[src/rtl/i2cm_pkg.sv]
// Shared definitions for the I2C register-access sequencer:
// state encoding, response error codes, length encodings and
// command-bit positions of the byte-engine command vector.
package i2cm_pkg;

    typedef enum logic [3:0] {
        S_IDLE,
        S_ADDR_W,
        S_REG,
        S_WDATA,
        S_STOP1,
        S_ADDR_R,
        S_RDATA,
        S_STOP,
        S_STOP_ERR,
        S_STOP_RTY,
        S_DONE
    } state_t;

    localparam logic [1:0] I2CM_OK    = 2'b00;
    localparam logic [1:0] I2CM_ANACK = 2'b01;
    localparam logic [1:0] I2CM_DNACK = 2'b10;
    localparam logic [1:0] I2CM_AL    = 2'b11;

    localparam logic [1:0] LEN_1 = 2'd0;
    localparam logic [1:0] LEN_2 = 2'd1;
    localparam logic [1:0] LEN_4 = 2'd2;
    localparam logic [1:0] LEN_8 = 2'd3;

    localparam int unsigned CMD_START = 0;
    localparam int unsigned CMD_STOP  = 1;
    localparam int unsigned CMD_WRITE = 2;
    localparam int unsigned CMD_READ  = 3;
    localparam int unsigned CMD_ACKIN = 4;
    localparam int unsigned CMD_W     = 5;

    function automatic logic [CMD_W-1:0] mk_cmd(input logic start, input logic stop,
                                                 input logic write, input logic read,
                                                 input logic ack_in);
        logic [CMD_W-1:0] c;
        c            = '0;
        c[CMD_START] = start;
        c[CMD_STOP]  = stop;
        c[CMD_WRITE] = write;
        c[CMD_READ]  = read;
        c[CMD_ACKIN] = ack_in;
        return c;
    endfunction

endpackage

[src/rtl/i2cm_reg_seq.sv]
// I2C register-access sequencer: turns one register read/write request
// into the byte-command sequence for a byte-level I2C master engine.
// Optional address-NACK retry enabled by defining I2CM_SEQ_RETRY_EN.
module i2cm_reg_seq
    import i2cm_pkg::*;
#(
    parameter int unsigned RETRY_CNT = 3
) (
    input  logic        mclk,
    input  logic        reset_n,
    input  logic        req_valid,
    output logic        req_ready,
    input  logic        req_wr,
    input  logic [6:0]  req_dev,
    input  logic [7:0]  req_reg,
    input  logic [1:0]  req_len,
    input  logic [63:0] req_wdata,
    output logic        rsp_valid,
    output logic [1:0]  rsp_err,
    output logic [63:0] rsp_rdata,
    output logic        bc_start,
    output logic        bc_stop,
    output logic        bc_write,
    output logic        bc_read,
    output logic        bc_ack_in,
    output logic [7:0]  bc_din,
    input  logic        bc_cmd_ack,
    input  logic        bc_ack_out,
    input  logic [7:0]  bc_dout,
    input  logic        bc_al
);

    // The retry counter is 4 bits wide; larger settings cannot be honoured.
    if (RETRY_CNT > 15) begin : g_retry_range
        $error("RETRY_CNT must not exceed 15");
    end

    state_t           state_q, state_n;
    logic [CMD_W-1:0] cmd_q, cmd_n;
    logic [7:0]       din_q, din_n;
    logic [3:0]       cnt_q, cnt_n;
    logic [63:0]      sh_q, sh_n;
    logic [63:0]      rdata_q, rdata_n;
    logic [1:0]       err_q, err_n;
    logic             wr_q, wr_n;
    logic [6:0]       dev_q, dev_n;
    logic [7:0]       reg_q, reg_n;
    logic             cmd_busy;
    logic             last;

`ifdef I2CM_SEQ_RETRY_EN
    logic [3:0]       retry_q, retry_n;
    logic             retry_ok;
    assign retry_ok = retry_q < 4'(RETRY_CNT);
`endif

    assign cmd_busy = cmd_q[CMD_START] | cmd_q[CMD_STOP] | cmd_q[CMD_WRITE] | cmd_q[CMD_READ];
    assign last     = (cnt_q == 4'd1);

    // Next-state, command generation and datapath updates.
    // A command is issued only when none is active, so after an ack clears
    // the command the following command appears one idle cycle later.
    always_comb begin
        state_n = state_q;
        cmd_n   = cmd_q;
        din_n   = din_q;
        cnt_n   = cnt_q;
        sh_n    = sh_q;
        rdata_n = rdata_q;
        err_n   = err_q;
        wr_n    = wr_q;
        dev_n   = dev_q;
        reg_n   = reg_q;
`ifdef I2CM_SEQ_RETRY_EN
        retry_n = retry_q;
`endif
        if (bc_al && state_q != S_IDLE && state_q != S_DONE) begin
            cmd_n   = '0;
            err_n   = I2CM_AL;
            state_n = S_DONE;
        end else begin
            case (state_q)
                S_IDLE: begin
                    if (req_valid) begin
                        wr_n    = req_wr;
                        dev_n   = req_dev;
                        reg_n   = req_reg;
                        cnt_n   = 4'd1 << req_len;
                        rdata_n = '0;
                        err_n   = I2CM_OK;
                        // Left-align the active bytes so the MSB byte goes first.
                        case (req_len)
                            LEN_1:   sh_n = {req_wdata[7:0],  56'h0};
                            LEN_2:   sh_n = {req_wdata[15:0], 48'h0};
                            LEN_4:   sh_n = {req_wdata[31:0], 32'h0};
                            default: sh_n = req_wdata;
                        endcase
`ifdef I2CM_SEQ_RETRY_EN
                        retry_n = '0;
`endif
                        state_n = S_ADDR_W;
                    end
                end
                S_ADDR_W, S_ADDR_R: begin
                    if (!cmd_busy) begin
                        cmd_n = mk_cmd(1'b1, 1'b0, 1'b1, 1'b0, 1'b0);
                        din_n = {dev_q, (state_q == S_ADDR_R)};
                    end else if (bc_cmd_ack) begin
                        cmd_n = '0;
                        if (!bc_ack_out) begin
                            state_n = (state_q == S_ADDR_R) ? S_RDATA : S_REG;
                        end else begin
`ifdef I2CM_SEQ_RETRY_EN
                            if (retry_ok) begin
                                retry_n = retry_q + 4'd1;
                                state_n = S_STOP_RTY;
                            end else
`endif
                            begin
                                err_n   = I2CM_ANACK;
                                state_n = S_STOP_ERR;
                            end
                        end
                    end
                end
                S_REG: begin
                    if (!cmd_busy) begin
                        cmd_n = mk_cmd(1'b0, 1'b0, 1'b1, 1'b0, 1'b0);
                        din_n = reg_q;
                    end else if (bc_cmd_ack) begin
                        cmd_n = '0;
                        if (bc_ack_out) begin
                            err_n   = I2CM_DNACK;
                            state_n = S_STOP_ERR;
                        end else begin
                            state_n = wr_q ? S_WDATA : S_STOP1;
                        end
                    end
                end
                S_WDATA: begin
                    if (!cmd_busy) begin
                        cmd_n = mk_cmd(1'b0, 1'b0, 1'b1, 1'b0, 1'b0);
                        din_n = sh_q[63:56];
                        sh_n  = {sh_q[55:0], 8'h00};
                    end else if (bc_cmd_ack) begin
                        cmd_n = '0;
                        cnt_n = cnt_q - 4'd1;
                        if (bc_ack_out) begin
                            err_n   = I2CM_DNACK;
                            state_n = S_STOP_ERR;
                        end else if (last) begin
                            state_n = S_STOP;
                        end
                    end
                end
                S_RDATA: begin
                    if (!cmd_busy) begin
                        cmd_n = mk_cmd(1'b0, 1'b0, 1'b0, 1'b1, last);
                    end else if (bc_cmd_ack) begin
                        cmd_n   = '0;
                        cnt_n   = cnt_q - 4'd1;
                        rdata_n = {rdata_q[55:0], bc_dout};
                        if (last) begin
                            state_n = S_STOP;
                        end
                    end
                end
                S_STOP1, S_STOP, S_STOP_ERR, S_STOP_RTY: begin
                    if (!cmd_busy) begin
                        cmd_n = mk_cmd(1'b0, 1'b1, 1'b0, 1'b0, 1'b0);
                    end else if (bc_cmd_ack) begin
                        cmd_n = '0;
                        case (state_q)
                            S_STOP1:    state_n = S_ADDR_R;
                            S_STOP_RTY: state_n = S_ADDR_W;
                            default:    state_n = S_DONE;
                        endcase
                    end
                end
                S_DONE: begin
                    state_n = S_IDLE;
                end
                default: begin
                    cmd_n   = '0;
                    state_n = S_IDLE;
                end
            endcase
        end
    end

    // State and datapath registers.
    always_ff @(posedge mclk or negedge reset_n) begin
        if (!reset_n) begin
            state_q <= S_IDLE;
            cmd_q   <= '0;
            din_q   <= '0;
            cnt_q   <= '0;
            sh_q    <= '0;
            rdata_q <= '0;
            err_q   <= I2CM_OK;
            wr_q    <= 1'b0;
            dev_q   <= '0;
            reg_q   <= '0;
        end else begin
            state_q <= state_n;
            cmd_q   <= cmd_n;
            din_q   <= din_n;
            cnt_q   <= cnt_n;
            sh_q    <= sh_n;
            rdata_q <= rdata_n;
            err_q   <= err_n;
            wr_q    <= wr_n;
            dev_q   <= dev_n;
            reg_q   <= reg_n;
        end
    end

`ifdef I2CM_SEQ_RETRY_EN
    // Address-phase retry counter, cleared on each accepted request.
    always_ff @(posedge mclk or negedge reset_n) begin
        if (!reset_n) begin
            retry_q <= '0;
        end else begin
            retry_q <= retry_n;
        end
    end
`endif

    assign req_ready = (state_q == S_IDLE);
    assign rsp_valid = (state_q == S_DONE);
    assign rsp_err   = err_q;
    assign rsp_rdata = rdata_q;
    assign bc_start  = cmd_q[CMD_START];
    assign bc_stop   = cmd_q[CMD_STOP];
    assign bc_write  = cmd_q[CMD_WRITE];
    assign bc_read   = cmd_q[CMD_READ];
    assign bc_ack_in = cmd_q[CMD_ACKIN];
    assign bc_din    = din_q;

endmodule

[config.mk]
export PLATFORM = sky130hd
export DESIGN_NAME = i2cm_reg_seq
export DESIGN_NICKNAME = d
export VERILOG_FILES = /design/src/rtl/i2cm_pkg.sv /design/src/rtl/i2cm_reg_seq.sv
export SDC_FILE = /design/constraint.sdc
export NUM_CORES = 1
export LEC_CHECK = 0
export CAP_MARGIN = 20
export CORE_UTILIZATION = 55
export CTS_CLUSTER_DIAMETER = 200
export DETAILED_ROUTE_END_ITERATION = 10
export GPL_TIMING_DRIVEN = 0
export PLACE_DENSITY_LB_ADDON = 0.08
export SETUP_SLACK_MARGIN = 0.05
export SLEW_MARGIN = 40
export SYNTH_ARGS = -nofsm -noshare
export SYNTH_HDL_FRONTEND = slang
export SYNTH_SLANG_ARGS = --single-unit
[constraint.sdc]
create_clock -name mclk -period 5.44 [get_ports mclk]
set_input_delay 1.088 -clock mclk [delete_from_list [all_inputs] [get_ports mclk]]
set_output_delay 1.088 -clock mclk [all_outputs]
set_load 0.02 [all_outputs]
# ---- Word-level counts from Yosys, hierarchy flattened
# Cells that the tools add are included.
dict set report totals {
  ff_bits 167
  latch_bits 0
  ram_bits 0
  mem_bits_ro 0
  input_bits 96
  out_inout_bits 81
  elab_cells 128
  memories 0
}
dict set report op_classes {
  add_sub_neg 1
  multipliers 0
  div 0
  n_lt_le_gt_ge 0
  eq_ne 38
  n_shift 1
  muxes 52
  n_bitwise 4
  reduce_logical 22
}
# op count
set op_table {}
lappend op_table {{$mux 64} 5}
lappend op_table {{$pmux 64 s2} 2}
lappend op_table {{$pmux 64 s3} 1}
lappend op_table {{$mux 4} 19}
lappend op_table {{$ne 3x3->1 const B} 11}
lappend op_table {{$mux 5} 6}
lappend op_table {{$pmux 5 s5} 1}
lappend op_table {{$mux 8} 3}
lappend op_table {{$pmux 4 s6} 1}
lappend op_table {{$pmux 8 s3} 1}
lappend op_table {{$eq 4x3->1 const B} 4}
lappend op_table {{$mux 2} 8}
lappend op_table {{$pmux 4 s2} 2}
lappend op_table {{$reduce_and 5->1} 3}
lappend op_table {{$eq 4x4->1 const B} 3}
lappend op_table {{$ne 2x2->1 const B} 6}
lappend op_table {{$reduce_and 11->1} 1}
lappend op_table {{$ne 3x1->1 const B} 3}
lappend op_table {{$eq 4x1->1 const B} 2}
lappend op_table {{$eq 4x2->1 const B} 2}
lappend op_table {{$reduce_and 8->1} 1}
lappend op_table {{$reduce_bool 4->1} 2}
lappend op_table {{$reduce_or 2->1} 4}
lappend op_table {{$mux 3} 2}
lappend op_table {{other kinds (18)} 25}

# ---- Depth between registers and ports, before layout
# Gate-level depths: netlist of the first run.
dict set report logic_depth {
  depth_word 7
  ltp_mapped 10
  mapped_depth_nobuf 6
}

# ---- Least setup slack after synthesis of the first run
# OpenSTA, ideal clock, no wires.
dict set report synth_path {
  path_type {input port to flip-flop}
  start {input port req_len[0]}
  end {register sh_q[36]}
  setup_ns 0.126
  arrival_ns 2.531
  t_required_ns 5.314
  slack_ns 2.783
  cell_stages 7
  path_buffers 3
  path_cell_list {buf_2 -> buf_2 -> clkbuf_1 -> mux2i_1 -> nor2_1 -> a221oi_1 -> nor2_1}
}
dict set report synth_between {
  elab_chain_cells 4
  elab_cells_between_ends 6
  classes_between {2 x eq/ne; 3 x mux; 1 x reduce/logical}
}
# item line
set synth_rtl {}
lappend synth_rtl {{from (decl)} i2cm_reg_seq.sv:16} ;# input logic [1:0] req_len,
lappend synth_rtl {{$eq 2x2->1, or another cell as far along} i2cm_reg_seq.sv:92} ;# case (req_len)
lappend synth_rtl {{$pmux 64 s3 (*)} i2cm_reg_seq.sv:92}
lappend synth_rtl {{$mux 64 (*)} i2cm_reg_seq.sv:84} ;# if (req_valid) begin
lappend synth_rtl {{$pmux 64 s2 (*)} i2cm_reg_seq.sv:82} ;# case (state_q)
lappend synth_rtl {{to (signal assigned)} i2cm_reg_seq.sv:209} ;# sh_q <= sh_n;
lappend synth_rtl {{to (decl)} i2cm_reg_seq.sv:42} ;# logic [63:0] sh_q, sh_n;
# Mark *: on every way between the ends. The rest lies on a longest branch, timed or not. The select of a mux whose other input is x is not followed.
# A chain may end at the register's enable or synchronous reset.

# ---- Worst setup path in the final report of the first run
dict set report layout_path {
  start {register state_q[1]}
  end {output port rsp_valid}
}
dict set report layout_between {
  elab_chain_cells 1
}
# item line
set layout_rtl {}
lappend layout_rtl {{from (decl)} i2cm_reg_seq.sv:38} ;# state_t state_q, state_n;
lappend layout_rtl {{from (signal assigned)} i2cm_reg_seq.sv:205} ;# state_q <= state_n;
lappend layout_rtl {{$eq 4x4->1} i2cm_reg_seq.sv:230} ;# assign rsp_valid = (state_q == S_DONE);
lappend layout_rtl {{to (decl)} i2cm_reg_seq.sv:18} ;# output logic rsp_valid,
# Every way passes these cells.

==> impl_metrics.tcl, run 1 <==
set metrics [dict create \
    status "completed" \
    synth_cell_types 53 \
    cts.sinks 167 \
    period_share_pct 70.0 \
    power_uw 4840 \
    critPathLaunch "state_q[1]$_DFFE_PN0P_" \
    p_leak_uw 0.00448 \
    r2r_start "state_q[3]$_DFFE_PN0P_" \
    critPathMaxFanout 10 \
    min_from "sh_q[7]$_DFFE_PN0P_" \
    grt_setup_unrepaired "false" \
    slew-limit-headroom_pct 45.5 \
    synth_xor_area_share_pct 0.213 \
    critPathRequiredTime_ps 4350 \
    synthAdderAreaFrac_pct 0.304 \
    wire_per_inst_um 18.0 \
    synthToLayoutAreaGrowth_pct 31.9 \
    mostFrequentLayoutCell "nand2_1" \
    hpwl_mm 17.1 \
    cts_buffers 17 \
    dr.pass1.iters 6 \
    path_buf_inv 4 \
    synth_edf_count 0 \
    grt_pass1_vias 7314 \
    synth_flop_cell "dfrtp_1" \
    place_area_mm2 0.0103 \
    netlist_instances 901 \
    layout-drive-gt1-share_pct 9.83 \
    power.density_mw_per_mm2 447 \
    nets 1194 \
    min_period_ps 3810 \
    grtUsageTotal_pct 31.3 \
    die_w_um 124 \
    crit_type "flip-flop to primary output" \
    syn_nets 999 \
    place_congestion 0.965 \
    drtIter0Drc 862 \
    drc_errors 0 \
    final_antenna_net_count 0 \
    dp_cells 1261 \
    post_cts_resized 0 \
    crit_path_cell_trace "buf_2 > buf_1 > clkbuf_1 > and3_1 > clkdlybuf4s50_1" \
    hold_buffers 0 \
    yosysSeqAreaShare_pct 50.8 \
    setup.worst_path.start_class "flip-flop" \
    root_buffer "clkbuf_16" \
    grt_max_degree 76 \
    cts_tree "done" \
    slew_violations 0 \
    synth_top_family_by_area "simple AND/OR/NAND/NOR gates" \
    die_h_um 124 \
    synthArstFlopShare_pct 100 \
    r2r_slack_ps 2810 \
    max_freq_ghz 0.262 \
    hold_viol_final 0 \
    synth_compound_area_share_pct 15.0 \
    start_util_pct 56.6 \
    worst_r2r_path_depth 6 \
    fillers 1107 \
    rows 44 \
    critPathTopFamily "buffers and inverters" \
    arrival_ps 2720 \
    fin_cells 1293 \
    postSynthAreaPerCell_um2 9.13 \
    synthesis.area_mm2 0.00822 \
    clkTransAtPathRegs_ps 60 \
    ys_warn_count 0 \
    holdWs_ps 470 \
    mostFrequentLayoutCells "nand2_1, clkdlybuf4s50_1, dfrtp_1" \
    synth_mux_area_share_pct 9.77 \
    overflow 0 \
    htreeDepth 4 \
    design_area_mm2 0.0108 \
    coreArea_mm2 0.0145 \
    worstSkewPairLatency_ps 430 \
    viasPerCell 5.84 \
    vias 7548 \
    dieArea_mm2 0.0154 \
    n_antenna_cell 0 \
    drt_wl_total_mm 23.3 \
    peakVddDrop_v 0.000276 \
    drv_cap 0 \
    crit_path_max_incr_delay_ps 610 \
    hold_path_class "flip-flop to flip-flop" \
    synth_seq_cells 167 \
    cp_slowest_cell "clkdlybuf4s50_1" \
    antenna_found_initial 0 \
    io_buffers 174 \
    setup_viol 0 \
    ios 177 \
    hold_path_depth 2 \
    cts.path.max_buffers 2 \
    crit_cells 5 \
    finalClockSkew_ps 11.2 \
    setup.worst_path.end_class "primary output" \
    grt_pass1_wl_mm 38.1 \
    tightest_slew_ps 810 \
    post-cts-setup-buffers 0 \
    synth-simple-area-share_pct 19.6 \
]
## cells by family (layout without fill, tap and decap cells)
logic type                 after synthesis  count (layout)
adders and majority gates                2               2
DFF                                    167             167
xor gates and xnor gates                 2               2
and+or+nand+nor                        390             390
buffers and inverters                   81             289
AOI/OAI and AO/OA                      193             193
muxes                                   66              66
## sequential cells by signal (all words and copies together) (netlist names), 2 cells and up
name       flops
bc_din         8
cmd_q          5
cnt_q          4
dev_q          7
reg_q          8
rsp_err        2
rsp_rdata     64
sh_q          64
state_q        4
## power by group
group / internal, µW / total (µW) / switching (µW) / leakage, µW
Sequential: 1620 / 1840 / 224 / 0.00213
Clock: 680 / 1190 / 510 / 0.000274
Combinational: 764 / 1810 / 1050 / 0.00208
## worst paths after layout
path,to
max reg2reg,rsp_rdata[59]$_DFFE_PN0P_
min in group asynchronous,state_q[1]$_DFFE_PN0P_
min reg2reg,sh_q[7]$_DFFE_PN0P_
max,rsp_valid
max in group asynchronous,rsp_rdata[13]$_DFFE_PN0P_
min,sh_q[7]$_DFFE_PN0P_
## worst reg2reg max path, cell delays in order, from the launching register on
cell,delay (ps)
dfrtp_1,360
buf_2,210
nor4bb_4,560
clkbuf_1,550
clkbuf_1,530
nand2_1,140
o21ai_0,190
## cell usage after synthesis, types with 3 or more instances
cell | count | share of area [%]
mux2i_1 | 24 | 2.9
buf_2 | 24 | 1.5
o21ai_1 | 9 | 0.55
a221o_1 | 8 | 0.97
dfrtp_1 | 167 | 51
mux2_2 | 34 | 4.7
inv_1 | 8 | 0.37
nor2_1 | 109 | 5.0
mux4_2 | 8 | 2.2
nor3b_1 | 3 | 0.27
and2_1 | 6 | 0.46
a21oi_1 | 15 | 0.91
a221oi_1 | 17 | 1.8
or3_1 | 3 | 0.23
nand2_1 | 204 | 9.3
nor2b_1 | 4 | 0.30
a32o_1 | 3 | 0.37
nor3_1 | 3 | 0.18
clkbuf_1 | 45 | 2.1
o21ai_0 | 82 | 5.0
a31oi_1 | 35 | 2.7
nand3_1 | 46 | 2.8
## final cells by class
type / instances / area [µm²] / area share [%]
clock inverter: 13 / 145 / 1.34
multi-input combinational: 653 / 3710 / 34.2
buffer: 73 / 315 / 2.91
clock buffer: 19 / 433 / 3.99
tap: 184 / 230 / 2.12
timing repair buffer: 176 / 1800 / 16.6
sequential: 167 / 4180 / 38.5
inverter: 8 / 30.0 / 0.277
## through the flow
| stage | setup TNS, ps | util [%] | setup slack [ps] |
|---|---|---|---|
| after floorplan | 0 | - | 2780 |
| after global placement | -577730 | 70.1 | -3480 |
| after detailed placement | 0 | 70.6 | 2120 |
| after CTS | 0 | 74.6 | 1660 |
| after global routing | 0 | 74.6 | 1490 |
| final | 0 | 74.6 | 1630 |
## routing by layer
layer	vias to the layer above	share of wire, %	global-route usage (%)
li1	3536	-	-
met1	3571	41	42.5
met2	379	47	49.0
met3	62	8.7	6.79
met4	0	3.1	12.9
met5	-	0	0
Power figures use the tool's default switching activity.
==> run 2: changes to the inputs <==
--- a/config.mk
+++ b/config.mk
@@ -6,7 +6,7 @@
 export NUM_CORES = 1
 export LEC_CHECK = 0
 export CAP_MARGIN = 20
-export CORE_UTILIZATION = 55
+export CORE_UTILIZATION = 51
 export CTS_CLUSTER_DIAMETER = 200
 export DETAILED_ROUTE_END_ITERATION = 10
 export GPL_TIMING_DRIVEN = 0
==> constraint.sdc (replaced) <==
create_clock -name mclk -period 3.7 [get_ports mclk]
set_input_delay 0.74 -clock mclk [delete_from_list [all_inputs] [get_ports mclk]]
set_output_delay 0.74 -clock mclk [all_outputs]
set_load 0.02 [all_outputs]
==> impl_metrics.tcl, run 2 (synthesis results as in run 1) <==
set metrics [dict create \
    r2r-end "sh_q[20]$_DFFE_PN0P_" \
    die_w_um 129 \
    post-route-util_pct 68.9 \
    grt_setup_unrepaired "false" \
    violations "DRC" \
    crit_path_cell_trace "buf_2 > buf_1 > clkbuf_1 > and3_1 > clkdlybuf4s50_1" \
    period_share_pct 92.2 \
    r2r_slack_ps 1140 \
    critPathMaxFanout 10 \
    worstSkewPairLatency_ps 440 \
    hold_viol_final 0 \
    grt_max_degree 77 \
    grt_pass1_wl_mm 38.2 \
    multi_input_area_mm2 0.00370 \
    cts.path.max_buffers 2 \
    tightest_slew_ps 793 \
    coreArea_mm2 0.0158 \
    antenna_found_initial 0 \
    synthToLayoutAreaGrowth_pct 32.7 \
    setup.worst_path.end_class "primary output" \
    cts_tree "done" \
    io_buffers 174 \
    drv_cap 0 \
    root_buffer "clkbuf_16" \
    min_period_ps 3410 \
    worst_r2r_path_depth 7 \
    grt_pass1_vias 7045 \
    mostFrequentLayoutCell "nand2_1" \
    crit_path_max_incr_delay_ps 590 \
    globalRouteMet2Util_pct 45.6 \
    use_met3_pct 5.82 \
    final_antenna_net_count 0 \
    r2r_start "cmd_q[0]$_DFFE_PN0P_" \
    nets 1194 \
    n_antenna_cell 0 \
    critPathRequiredTime_ps 2960 \
    dr.pass1.iters 8 \
    arrival_ps 2670 \
    grtUsageTotal_pct 30.4 \
    vias 7617 \
    regArea_mm2 0.00418 \
    post-cts-setup-buffers 0 \
    crit_type "flip-flop to primary output" \
    viasPerCell 5.75 \
    drt_wl_total_mm 24.1 \
    cts.sinks 167 \
    rows 46 \
    hpwl_mm 17.8 \
    hold_buffers 0 \
    htreeDepth 4 \
    fin_cells 1324 \
    dieArea_mm2 0.0166 \
    layout-drive-gt1-share_pct 9.93 \
    post_cts_resized 0 \
    mostFrequentLayoutCells "nand2_1, clkdlybuf4s50_1, dfrtp_1" \
    grt_most_used_layer "met2" \
    ios 177 \
    wire_per_inst_um 18.2 \
    hold_path_class "input pin to async pin" \
    max_freq_ghz 0.293 \
    drc_errors 1 \
    start_util_pct 51.9 \
    place_congestion 0.927 \
    slew_violations 0 \
    clkTransAtPathRegs_ps 60 \
    tns_ps 0 \
    fillers 1273 \
    cts_buffers 17 \
    setup_viol 0 \
    die_h_um 129 \
    cp_slowest_cell "clkdlybuf4s50_1" \
    globalRouteMet1Util_pct 43.3 \
    status "finished with violations" \
    peakVddDrop_v 0.000427 \
    overflow 0 \
    dp_cells 1293 \
    p_leak_uw 0.00450 \
    power.density_mw_per_mm2 662 \
    slew-limit-headroom_pct 46.7 \
    setup.worst_path.start_class "flip-flop" \
    drtIter0Drc 756 \
    finalClockSkew_ps 9.42 \
]
==> run 2: changes by cell type in the layout (fill, tap and decap cells not counted), sizes merged <==
cell      change
clkinvlp      -1
clkinv        -2
clkbuf        -2
inv           +3
bufinv        +1
==> run 2: metal layers <==
layer,part of all wire (%),wire length (µm)
met1,45,10800
met2,45,10900
met3,7.1,1720
met4,3.1,743
met5,0,0
==> run 2: worst max-delay path by stage <==
stage	from	to	slack (ps)	cells after the start
after floorplan	req_len[0]	sh_q[36]$_DFFE_PN0P_	1390	7
final	state_q[1]$_DFFE_PN0P_	rsp_valid	290	5
after global routing	state_q[1]$_DFFE_PN0P_	rsp_valid	180	5
after detailed placement	state_q[1]$_DFFE_PN0P_	rsp_valid	800	5
after CTS	state_q[1]$_DFFE_PN0P_	rsp_valid	330	5
after global placement	reset_n	rsp_rdata[57]$_DFFE_PN0P_	-4970	1
==> run 2: power by group <==
group	internal, µW	switching [µW]	leakage (µW)
sequential	2380	334	0.00213
clock	1080	787	0.000296
combinational	1120	1530	0.00208
total	4570	2650	0.00450
==> run 2: cell type report <==
class / instances / share of cell area [%]
buffer: 73 / 2.89
clock buffer: 17 / 3.90
multi-input combinational: 653 / 33.9
clock inverter: 14 / 1.72
sequential: 167 / 38.3
inverter: 8 / 0.275
tap: 216 / 2.48
timing repair buffer: 176 / 16.5
==> run 2: metrics by stage <==
stage	total power, µW	instance area (µm²)	setup WS [ps]	hold slack, ps
after floorplan	4440	8220	1390	439
after global placement	5270	10200	-4970	449
after detailed placement	5340	10300	798	456
after CTS	7200	10900	329	190
after global routing	7640	10900	181	198
final	7220	10900	289	180
==> run 2: worst max-delay path: cells and delay by family (launching register included) <==
| kind | cells | cell delay, ps |
|---|---|---|
| buffers and inverters | 4 | 1650 |
| flip-flops | 1 | 360 |
| AND/OR/NAND/NOR | 1 | 220 |
